==> config.mk <==
export PLATFORM = sky130hd
export DESIGN_NAME = if_stage
export DESIGN_NICKNAME = d
export VERILOG_FILES = /design/src/rtl/if_stage_pkg.sv /design/src/rtl/if_stage.sv
export SDC_FILE = /design/constraint.sdc
export NUM_CORES = 1
export LEC_CHECK = 0
export ABC_AREA = 1
export CAP_MARGIN = 25
export CORE_UTILIZATION = 35
export CTS_BUF_LIST = sky130_fd_sc_hd__clkbuf_4
export DETAILED_ROUTE_END_ITERATION = 8
export PLACE_DENSITY = 0.7
export SLEW_MARGIN = 30
export SYNTH_ARGS = -nofsm -noshare
export SYNTH_HDL_FRONTEND = slang
export SYNTH_SLANG_ARGS = --single-unit
==> constraint.sdc <==
create_clock -name CLK -period 2.1 [get_ports CLK]
set_clock_uncertainty 0.2 [all_clocks]
set_input_delay 0.525 -clock CLK [delete_from_list [all_inputs] [get_ports CLK]]
set_output_delay 0.525 -clock CLK [all_outputs]
set_load 0.005 [all_outputs]
==> src/rtl/if_stage_pkg.sv <==
// Shared pipeline types for the fetch stage: FSM state encoding and PC step.
package if_stage_pkg;

    typedef enum logic [0:0] {
        FETCH = 1'b0,
        HELD  = 1'b1
    } if_state_e;

    localparam logic [31:0] PC_INCR = 32'd4;

endpackage

==> src/rtl/if_stage.sv <==
// Instruction fetch stage: PC register, one-deep skid buffer and IF/ID register.
// Optional performance counters are built when IF_PERF_CNT_EN is defined.
//
// state | meaning
// FETCH | request outstanding to imem, imemREN=1
// HELD  | word parked in skid buffer while decode stalls, imemREN=0
module if_stage
    import if_stage_pkg::*;
#(
    parameter logic [31:0] PC_INIT = 32'h0000_0000
) (
    input  logic        CLK,
    input  logic        nRST,
    input  logic [31:0] next_pc,
    input  logic        redirect,
    input  logic        stall,
    output logic [31:0] imemaddr,
    output logic        imemREN,
    input  logic        ihit,
    input  logic [31:0] imemload,
    output logic [31:0] pc_plus4,
    output logic [31:0] ifid_instr,
    output logic [31:0] ifid_pcplus4,
    output logic        ifid_valid
`ifdef IF_PERF_CNT_EN
   ,output logic [31:0] fetch_cnt,
    output logic [31:0] stall_cnt
`endif
);

    if_state_e   state_q;
    logic [31:0] pc_q;
    logic [31:0] skid_instr_q;
    logic [31:0] skid_pcplus4_q;
    logic [31:0] ifid_instr_q;
    logic [31:0] ifid_pcplus4_q;
    logic        ifid_valid_q;

    logic        load_from_mem;
    logic        load_from_skid;
    logic        park_in_skid;
    logic        bubble;

    assign imemaddr = pc_q;
    assign pc_plus4 = pc_q + PC_INCR;
    assign imemREN  = (state_q == FETCH);

    assign ifid_instr   = ifid_instr_q;
    assign ifid_pcplus4 = ifid_pcplus4_q;
    assign ifid_valid   = ifid_valid_q;

    // Redirect outranks every other condition, so each case is gated by it.
    always_comb begin
        load_from_mem  = 1'b0;
        load_from_skid = 1'b0;
        park_in_skid   = 1'b0;
        bubble         = 1'b0;
        if (!redirect) begin
            if (state_q == FETCH) begin
                load_from_mem = ihit && !stall;
                park_in_skid  = ihit && stall;
                bubble        = !ihit && !stall;
            end else begin
                load_from_skid = !stall;
            end
        end
    end

    always_ff @(posedge CLK or negedge nRST) begin
        if (!nRST) begin
            state_q        <= FETCH;
            pc_q           <= PC_INIT;
            skid_instr_q   <= '0;
            skid_pcplus4_q <= '0;
            ifid_instr_q   <= '0;
            ifid_pcplus4_q <= '0;
            ifid_valid_q   <= 1'b0;
        end else if (redirect) begin
            state_q        <= FETCH;
            pc_q           <= next_pc;
            skid_instr_q   <= '0;
            skid_pcplus4_q <= '0;
            ifid_valid_q   <= 1'b0;
        end else begin
            case (state_q)
                FETCH: begin
                    if (load_from_mem) begin
                        ifid_instr_q   <= imemload;
                        ifid_pcplus4_q <= pc_plus4;
                        ifid_valid_q   <= 1'b1;
                        pc_q           <= next_pc;
                    end else if (park_in_skid) begin
                        skid_instr_q   <= imemload;
                        skid_pcplus4_q <= pc_plus4;
                        state_q        <= HELD;
                    end else if (bubble) begin
                        ifid_valid_q   <= 1'b0;
                    end
                end
                HELD: begin
                    if (load_from_skid) begin
                        ifid_instr_q   <= skid_instr_q;
                        ifid_pcplus4_q <= skid_pcplus4_q;
                        ifid_valid_q   <= 1'b1;
                        pc_q           <= next_pc;
                        state_q        <= FETCH;
                    end
                end
                default: state_q <= FETCH;
            endcase
        end
    end

`ifdef IF_PERF_CNT_EN
    logic [31:0] fetch_cnt_q;
    logic [31:0] stall_cnt_q;
    logic        stall_evt;

    assign stall_evt = (imemREN && !ihit) || (state_q == HELD);

    always_ff @(posedge CLK or negedge nRST) begin
        if (!nRST) begin
            fetch_cnt_q <= '0;
            stall_cnt_q <= '0;
        end else begin
            if (load_from_mem || load_from_skid) fetch_cnt_q <= fetch_cnt_q + 32'd1;
            if (stall_evt)                       stall_cnt_q <= stall_cnt_q + 32'd1;
        end
    end

    assign fetch_cnt = fetch_cnt_q;
    assign stall_cnt = stall_cnt_q;
`endif

endmodule
Word-level counts from Yosys, hierarchy flattened
Index checks and enable logic that the tools add are counted.
{"block": "totals", "ff_bits": 162, "inputBits": 69, "wordCells": 65, "output_inout_bits": 130}
{"block": "classes", "n_reduce_logical": 10, "eq_ne": 8, "n_addsub": 1, "n_mux": 37, "bitwise_logic": 2}
{"operator": "$mux 32", "count": 15}
{"operator": "$pmux 32 s2", "count": 3}
{"operator": "$add 32x3->32 const B", "count": 1}
{"operator": "$mux 1", "count": 17}
{"operator": "$reduce_and 3->1", "count": 3}
{"operator": "$ne 3x2->1 const B", "count": 2}
{"operator": "$ne 2x1->1 const B", "count": 2}
{"operator": "$ne 2x2->1 const B", "count": 2}
{"operator": "$ne 4x2->1 const B", "count": 1}
{"operator": "$ne 4x4->1 const B", "count": 1}
{"operator": "$pmux 1 s2", "count": 2}
{"operator": "$logic_and 1x1->1", "count": 3}
{"operator": "$logic_not 1->1", "count": 2}
{"operator": "$not 1->1", "count": 2}
{"operator": "$reduce_and 2->1", "count": 1}
{"operator": "$reduce_bool 2->1", "count": 1}

Logic depth before layout (Yosys ltp)
{"block": "depth", "word_depth": 9, "mapped_depth": 10, "depth_no_buf": 10}

Least setup slack after synthesis
Ideal clock, no wire load.
{"block": "synth_timing", "path_type": "register to output", "start": "register pc_q[2], in the netlist imemaddr[2]", "end": "output port pc_plus4[28]", "path_slack_ns": 0.150, "t_arrival_ns": 1.225, "stages_incl_launch_ff": 8, "t_required_ns": 1.375, "path_buffers": 0, "cell_sequence": "dfrtp_1 > ha_1 > nand3_1 > nor2_2 > nand2_2 > inv_1 > nand3_1 > nand2_1"}
{"block": "synth_via", "elab_chain_cells": 1}
{"item": "start: declaration", "line": "if_stage.sv:32", "text": "logic [31:0] pc_q;"}
{"item": "start signal: assignment", "line": "if_stage.sv:80", "text": "pc_q <= next_pc;"}
{"item": "start signal: assignment", "line": "if_stage.sv:91", "text": "pc_q <= next_pc;"}
{"item": "start signal: assignment", "line": "if_stage.sv:105", "text": "pc_q <= next_pc;"}
{"item": "$add 32x3->32", "line": "if_stage.sv:45", "text": "assign pc_plus4 = pc_q + PC_INCR;"}
{"item": "end: declaration", "line": "if_stage.sv:21", "text": "output logic [31:0] pc_plus4,"}
No other way between the ends.

Worst setup path in the final report
{"block": "layout_timing", "start": "register pc_q[2], in the netlist imemaddr[2]", "end": "output port pc_plus4[26]"}
Same word-level chain as after synthesis.

==> metrics.txt <==
delay of the slowest cell on the worst path=0.40 ns; H-tree Lvls=4; most used standard cells in the synthesized netlist=sky130_fd_sc_hd__nand2_1, sky130_fd_sc_hd__o21ai_0, sky130_fd_sc_hd__dfrtp_1; XOR/XNOR share of the synthesized area=0.8094%; combinational family with the most area after synthesis=simple AND/OR/NAND/NOR gates; I/O Buffers=198; internal reg-to-reg setup slack=-0.75 ns; cell type group with the largest total delay on the critical path=buffers and inverters; power density cells=637.2 nW/µm²; unique cell type count in the Yosys netlist=28; CTS clock-pin slew for the worst setup and hold paths=0.16 ns; final critical delay including setup and external delays=2.923 ns; Post-DP HPWL=16300 µm; layout overhead on the synthesized area=63.41%; core area=21090 µm²; count of final setup violators=44; Switch Pwr=2478 µW; DR vias=7811; diode insertion count for antenna repair=0; CP max FO=3; hold violation count in the final report=0; Required @ worst endpoint=1.37 ns; Synth area leader=sky130_fd_sc_hd__dfrtp_1; endpoint arrival time on the critical path=2.20 ns; Peak VDD IR=305.3 µV; minimum setup slack in the final design=-0.8228 ns; number of remaining DRC errors=0; Placer Congestion=0.9397; startpoint class of the critical path=register; arithmetic-cell share of the synthesized area counting full adders, half adders and majority gates=0.1652%; residual overflow from global routing=0; Die ar.=22230 µm²; final standard cell area without fillers=12380 µm²; Filler Cell Count=1843; # IOs=199; result of the run=complete, but fails checks; failing checks=setup timing; DRC violation total after the first TritonRoute iteration=431; amount of wire on met3 after detailed routing=1478 µm; post-route total power=7887 µW; synthesized area divided by synthesized cell count=7.915 µm²; maxcap violations=0; switching share of total power=31.42%; footprint of the multi-input gates=3437 µm²; Top Layer Used=met4; slew at the pin with the worst max-slew slack=0.6419 ns; Avg WL per Cell=15.40 µm; y dimension of the die=149.1 µm; share of layout cells above drive strength 1=32.19%; CP Cell Sequence=buf_6 > ha_4 > nand3_4 > buf_4 > buf_4 > buf_6 > nor2_4 > nand2_1 > nand2_2 > nand2_2 > buf_6; worst relative slew slack=57.20%; detail-routed via count per cell=4.757; cell with the largest stage delay on the worst path=sky130_fd_sc_hd__dfrtp_1; reg2reg start=imemaddr[14]; final hold slack=0.2558 ns; initial core utilization=35.92%; via count of the first global-routing pass=7489; leading cell type by number of instances after synthesis=sky130_fd_sc_hd__nand2_1; post-route met1 wirelength=11170 µm; Reg-to-Reg End=skid_pcplus4_q[20]; x dimension of the die=149.1 µm; area of the mapped netlist=7575 µm²; pin count of the biggest net entering global routing=69; net count of the finished layout=1424; count of state elements after synthesis=162; fraction of the yosys area taken by sequential cells=53.52%; post-synth net total=1027; most used flip-flop cell after synthesis=sky130_fd_sc_hd__dfrtp_1; Clock Sinks=162; placed cell area=10700 µm²; post-synthesis instance total=957; met2 wirelength from detailed routing=11880 µm; share of total power in sequential cells=46.9%; post-synthesis compound-gate area fraction=14.24%; fraction of power consumed by the clock network=22.0%; Worst Setup Path Type=reg -> out; routed wire length=25280 µm; upper clock frequency limit=342.1 MHz; insertion delay of the later-clocked pin in the worst-skew pair=0.56 ns; post-route clock period utilization=139.2%; CTS tree=yes; number of max-slew violations in the final report=0; proportion of register bits with asynchronous set or reset after synthesis=100.0%; mux contribution to synthesized area=0.5946%; number of placement rows=53; Static Leakage=0.006109 µW; combinational share of power=31.1%; global router's overall resource usage=22.30%; number of buffers on the longest clock path=2; DR pass1 iterations=4; post-synthesis share of cell area spent on and, or, nand and nor gates=22.75%; antenna violations before repair=0; Post-synth EDFFs=0; Clock Tree Root=sky130_fd_sc_hd__clkbuf_4; unrepaired setup endpoints after global routing=yes; kind of end point of the critical path=primary output; first-pass GRT wire length=38510 µm; internal power consumption=5409 µW; count of cells along the worst register-to-register path=18; number of nets with antenna violations after routing=0; area share of the largest cell type after synthesis=53.52%; total negative slack for setup checks=-22.80 ns; top area cells in the synthesized netlist=sky130_fd_sc_hd__dfrtp_1, sky130_fd_sc_hd__nand2_1, sky130_fd_sc_hd__o21ai_0; count of buffering cells on the critical path with inverters included=5; Most common cell on crit path=sky130_fd_sc_hd__buf_6; Warnings, synthesis=0; cts bufs inserted=17; Storage cell area=4059 µm²; classification of the worst-slack hold path=in -> async
-- worst register-to-register path: cells and delay by family, from the launching register on --
| family | cells | cell delay (ns) |
|---|---|---|
| buffers and inverters | 11 | 1.30 |
| AND/OR/NAND/NOR | 5 | 0.56 |
| flip-flops | 1 | 0.46 |
| AO/OA/AOI/OAI | 2 | 0.22 |
-- power groups by stage --
stage	logic, µW	clock network, µW	registers, µW
after global placement	2110	0	3750
after CTS	2290	1790	3690
after floorplan	642	0	3770
final	2450	1740	3700
after detailed placement	2130	0	3770
after global routing	2670	1930	3750
-- worst max path at each step --
| stage | from | end | slack (ns) | depth (start not counted) |
|---|---|---|---|---|
| 3_3_place_gp | imemaddr[2] | pc_plus4[30] | -0.43 | 8 |
| 2_1_floorplan | imemaddr[2] | pc_plus4[28] | 0.15 | 7 |
| 6_report | imemaddr[2] | pc_plus4[26] | -0.82 | 11 |
| 4_1_cts | imemaddr[3] | pc_plus4[19] | -0.81 | 9 |
| 3_5_place_dp | imemaddr[3] | pc_plus4[30] | -0.48 | 8 |
| 5_1_grt | imemaddr[2] | pc_plus4[26] | -0.93 | 11 |
-- placed cells by master, fill, tap and decap left out, drive strengths merged, types with 3 or more instances in the layout --
| master | n |
|---|---|
| a21oi | 24 |
| and2 | 3 |
| buf | 277 |
| clkbuf | 23 |
| clkdlybuf4s15 | 3 |
| clkdlybuf4s50 | 67 |
| clkinv | 12 |
| dfrtp | 162 |
| dlygate4sd2 | 70 |
| inv | 102 |
| mux2 | 4 |
| nand2 | 342 |
| nand3 | 27 |
| nor2 | 50 |
| o21ai | 186 |
| xor2 | 5 |
-- registers in the layout, summed over array words and instances, names as in the netlist --
| name | cells |
|---|---|
| ifid_instr | 32 |
| ifid_pcplus4 | 32 |
| skid_instr_q | 32 |
| state_q | 1 |
| imemaddr | 32 |
| skid_pcplus4_q | 32 |
| ifid_valid | 1 |
-- final cells by class --
type                       instances  share of cell area, %
sequential                       162                  32.79
timing repair buffer             423                  31.44
multi-input combinational        647                  27.77
inverter                         103                  3.184
tap                              275                  2.780
clock buffer                      18                  1.092
clock inverter                    14                 0.9502
-- routing by layer --
metal  global-route usage [%]  vias to the layer above
met1                    30.76                     3662
met3                    4.343                       51
met2                    34.33                      288
met5                        0                        -
li1                         -                     3810
met4                    8.980                        0
-- logic make-up after synthesis --
| logic type | after synthesis |
|---|---|
| and+or+nand+nor | 423 |
| muxes | 4 |
| buffers and inverters | 148 |
| AOI/OAI and AO/OA | 212 |
| xor gates and xnor gates | 7 |
| DFF | 162 |
| adders and majority gates | 1 |
-- repair_timing --
item | CTS | global route
cloned | 0 | 0
setup buffers | 105 | 40
endpoints found under the hold margin | 39 | 0
pin swaps | 51 | 45
resized for setup | 434 | 118
setup endpoints to repair | 130 | 67
hold buffers | 1 | 0
-- through the flow --
step,instances,setup WS [ns],util (%)
after floorplan,957,0.1501,-
after global placement,1499,-0.4326,50.72
after detailed placement,1499,-0.4771,50.72
after CTS,1630,-0.8137,56.77
after global routing,1642,-0.9340,58.70
final,1642,-0.8228,58.70
Note: power is estimated with default switching activity, not from simulation.
==> patch (same flow settings) <==
Build with the macro `IF_PERF_CNT_EN` defined.
--- a/src/rtl/if_stage.sv
+++ b/src/rtl/if_stage.sv
@@ -5,4 +5,6 @@
 // FETCH | request outstanding to imem, imemREN=1
 // HELD  | word parked in skid buffer while decode stalls, imemREN=0
+`define IF_PERF_CNT_EN
+
 module if_stage
     import if_stage_pkg::*;
Check against the original RTL (old outputs only; new: fetch_cnt and stall_cnt): equivalent (equiv_simple and equiv_induct, registers matched by name and starting in step).
==> patch against the original RTL <==
  * The flow still finishes with violations (setup timing)
  * Final area grew 46%
  * Worst setup slack got worse by 0.081 ns
  * Final cell count up 49%
  * Sequential cell count rose by 64
  * Routed wire length increased by 63%
  * Clock power grew 120%
  * Synthesized area up 47%
  * Synthesized cell count grew 46%
  * Power grew 63%
  * Via count is 56% higher
  * Combinational power is 51% higher
  * Non-clock buffer count rose by 171
  * Largest cell class unchanged
==> patch: results <==
[route]
vias_per_cell = 4.98
first_iter_violations = 910
dr_wl_met2_um = 19200
met1_length_um = 17400
drtPass1Iterations = 7
highest_layer = met4
routed_wl_um = 41200
routed-wl-met3_um = 2660

[synth]
synth_compound_area_share_pct = 9.92
synth_seq_area_share_pct = 50.9
synthTopCellsByArea = dfrtp_1, nand2_1, nor2_1
ys_warn_count = 0
ys_types = 33
synthMuxAreaShare_pct = 0.405
synth_nets = 1471
synthTopCellsByCount = nand2_1, dfrtp_1, nor2_1, inv_1, nand3_1
synthAdderAreaFrac_pct = 0.338
synth_xor_area_share_pct = 3.71

[sta]
setup_viol = 60
relSlewSlack_pct = 49.9
layout_setup_ws_ns = -0.904

[placed_design]
port-buffer-count = 262
gp_congestion = 0.916
dpl.hpwl_um = 26600

[grt]
grt_util_met3_pct = 4.49
grt_pass1_vias = 12100
grt_pass1_wl_um = 63100
grt.met2_usage_pct = 39.0
use_met1_pct = 31.6
track_usage_pct = 24.3
grt_start_max_net_pins = 60
antenna_found_initial = 2

[clocking]
cts_inserted_buffers = 60
clkSlewWorstSetupHoldPaths_ns = 0.08
htreeDepth = 2
clkLatencyLatePin_ns = 0.72
cts_buffer_depth = 3

[critical_path]
cp_top_family = simple AND/OR/NAND/NOR gates
r2r-start = imemaddr[6]$_DFFE_PN0P_
startpoint = imemaddr[13]$_DFFE_PN0P_
r2r.worst_path.cells = 18
rrSetupSlack_ns = -0.65
timing.rr.end = skid_pcplus4_q[17]$_DFFE_PN0P_
crit_end = pc_plus4[26]
critical-path-max-stage-delay_ns = 0.44

[finish]
fillers = 2683
layout-drive-gt1-share_pct = 35.8
nNetsFinal = 2075

[status]
status = complete, but fails checks
violations = setup timing

[min_path]
min_path_type = input pin to asynchronous set/reset pin

[pwr]
ir_drop_v = 0.000474
leakage_nw = 8.77
-- patch: changes by cell type in the layout (fill, tap and decap cells not counted), moves of 22 or more --
cell | before | now
nor2_1 | 26 | 164
o21ai_0 | 164 | 40
nand2_1 | 294 | 408
buf_4 | 146 | 224
clkbuf_4 | 18 | 94
dlygate4sd2_1 | 70 | 2
clkdlybuf4s15_1 | 0 | 65
dfrtp_1 | 158 | 208
buf_6 | 97 | 140
a22o_1 | 0 | 39
nand3_1 | 14 | 53
buf_2 | 22 | 60
a31oi_1 | 0 | 36
xor2_1 | 0 | 22
-- patch: what timing repair did --
| item | 4_1_cts | 5_1_grt |
|---|---|---|
| hold buffers | 1 | 0 |
| buffers inserted | 179 | 64 |
| pin swaps | 50 | 51 |
| setup endpoints to repair | 194 | 111 |
| gates resized for setup | 806 | 171 |
| hold endpoints to repair | 226 | 0 |
-- patch: metrics by stage --
step | area [um^2] | setup TNS, ns | worst slack [ns] | utilization, % | std cells
after detailed placement | 15100 | -37.64 | -0.496 | 49.0 | 2143
after floorplan | 11100 | 0 | 0.110 | - | 1399
after CTS | 17500 | -27.53 | -0.859 | 56.7 | 2415
final | 18000 | -26.74 | -0.904 | 58.3 | 2443
after global placement | 15100 | -35.89 | -0.486 | 49.0 | 2143
after global routing | 18000 | -30.56 | -0.961 | 58.3 | 2443
-- patch: where the power goes --
group          switching, mW  leakage [nW]  internal, mW  total [mW]
registers              0.378          2.84          4.88        5.26
clock network           1.88         0.454          2.00        3.88
logic                   1.74          5.48          1.95        3.69
-- patch: cells by family (layout without fill, tap and decap cells) --
family,count (synthesis),after routing
AOI/OAI and AO/OA,179,179
xor gates and xnor gates,47,47
adders and majority gates,3,3
buffers and inverters,164,810
DFF,226,226
muxes,4,4
other,0,2
and+or+nand+nor,776,776
-- patch: worst min path at each step --
stage / slack (ns) / endpoint / from / depth (start not counted)
2_1_floorplan: 0.03 / fetch_cnt[0]$_DFFE_PN0P_ / nRST / 0
3_3_place_gp: 0.26 / ifid_valid$_DFFE_PN0P_ / ifid_valid$_DFFE_PN0P_ / 2
3_5_place_dp: 0.26 / fetch_cnt[31]$_DFFE_PN0P_ / fetch_cnt[31]$_DFFE_PN0P_ / 1
4_1_cts: 0.08 / fetch_cnt[14]$_DFFE_PN0P_ / nRST / 2
5_1_grt: 0.12 / fetch_cnt[10]$_DFFE_PN0P_ / nRST / 2
6_report: 0.10 / imemaddr[19]$_DFFE_PN0P_ / nRST / 2
-- patch: final cells by class --
type / instances / area share, %
flip-flops and latches: 226 / 31.5
multi-input cells: 1009 / 29.9
repair buffers: 594 / 29.2
clock buffers: 94 / 3.92
well taps: 396 / 2.75
inverters: 112 / 2.46
clock inverters: 10 / 0.208
diodes: 2 / 0.0278
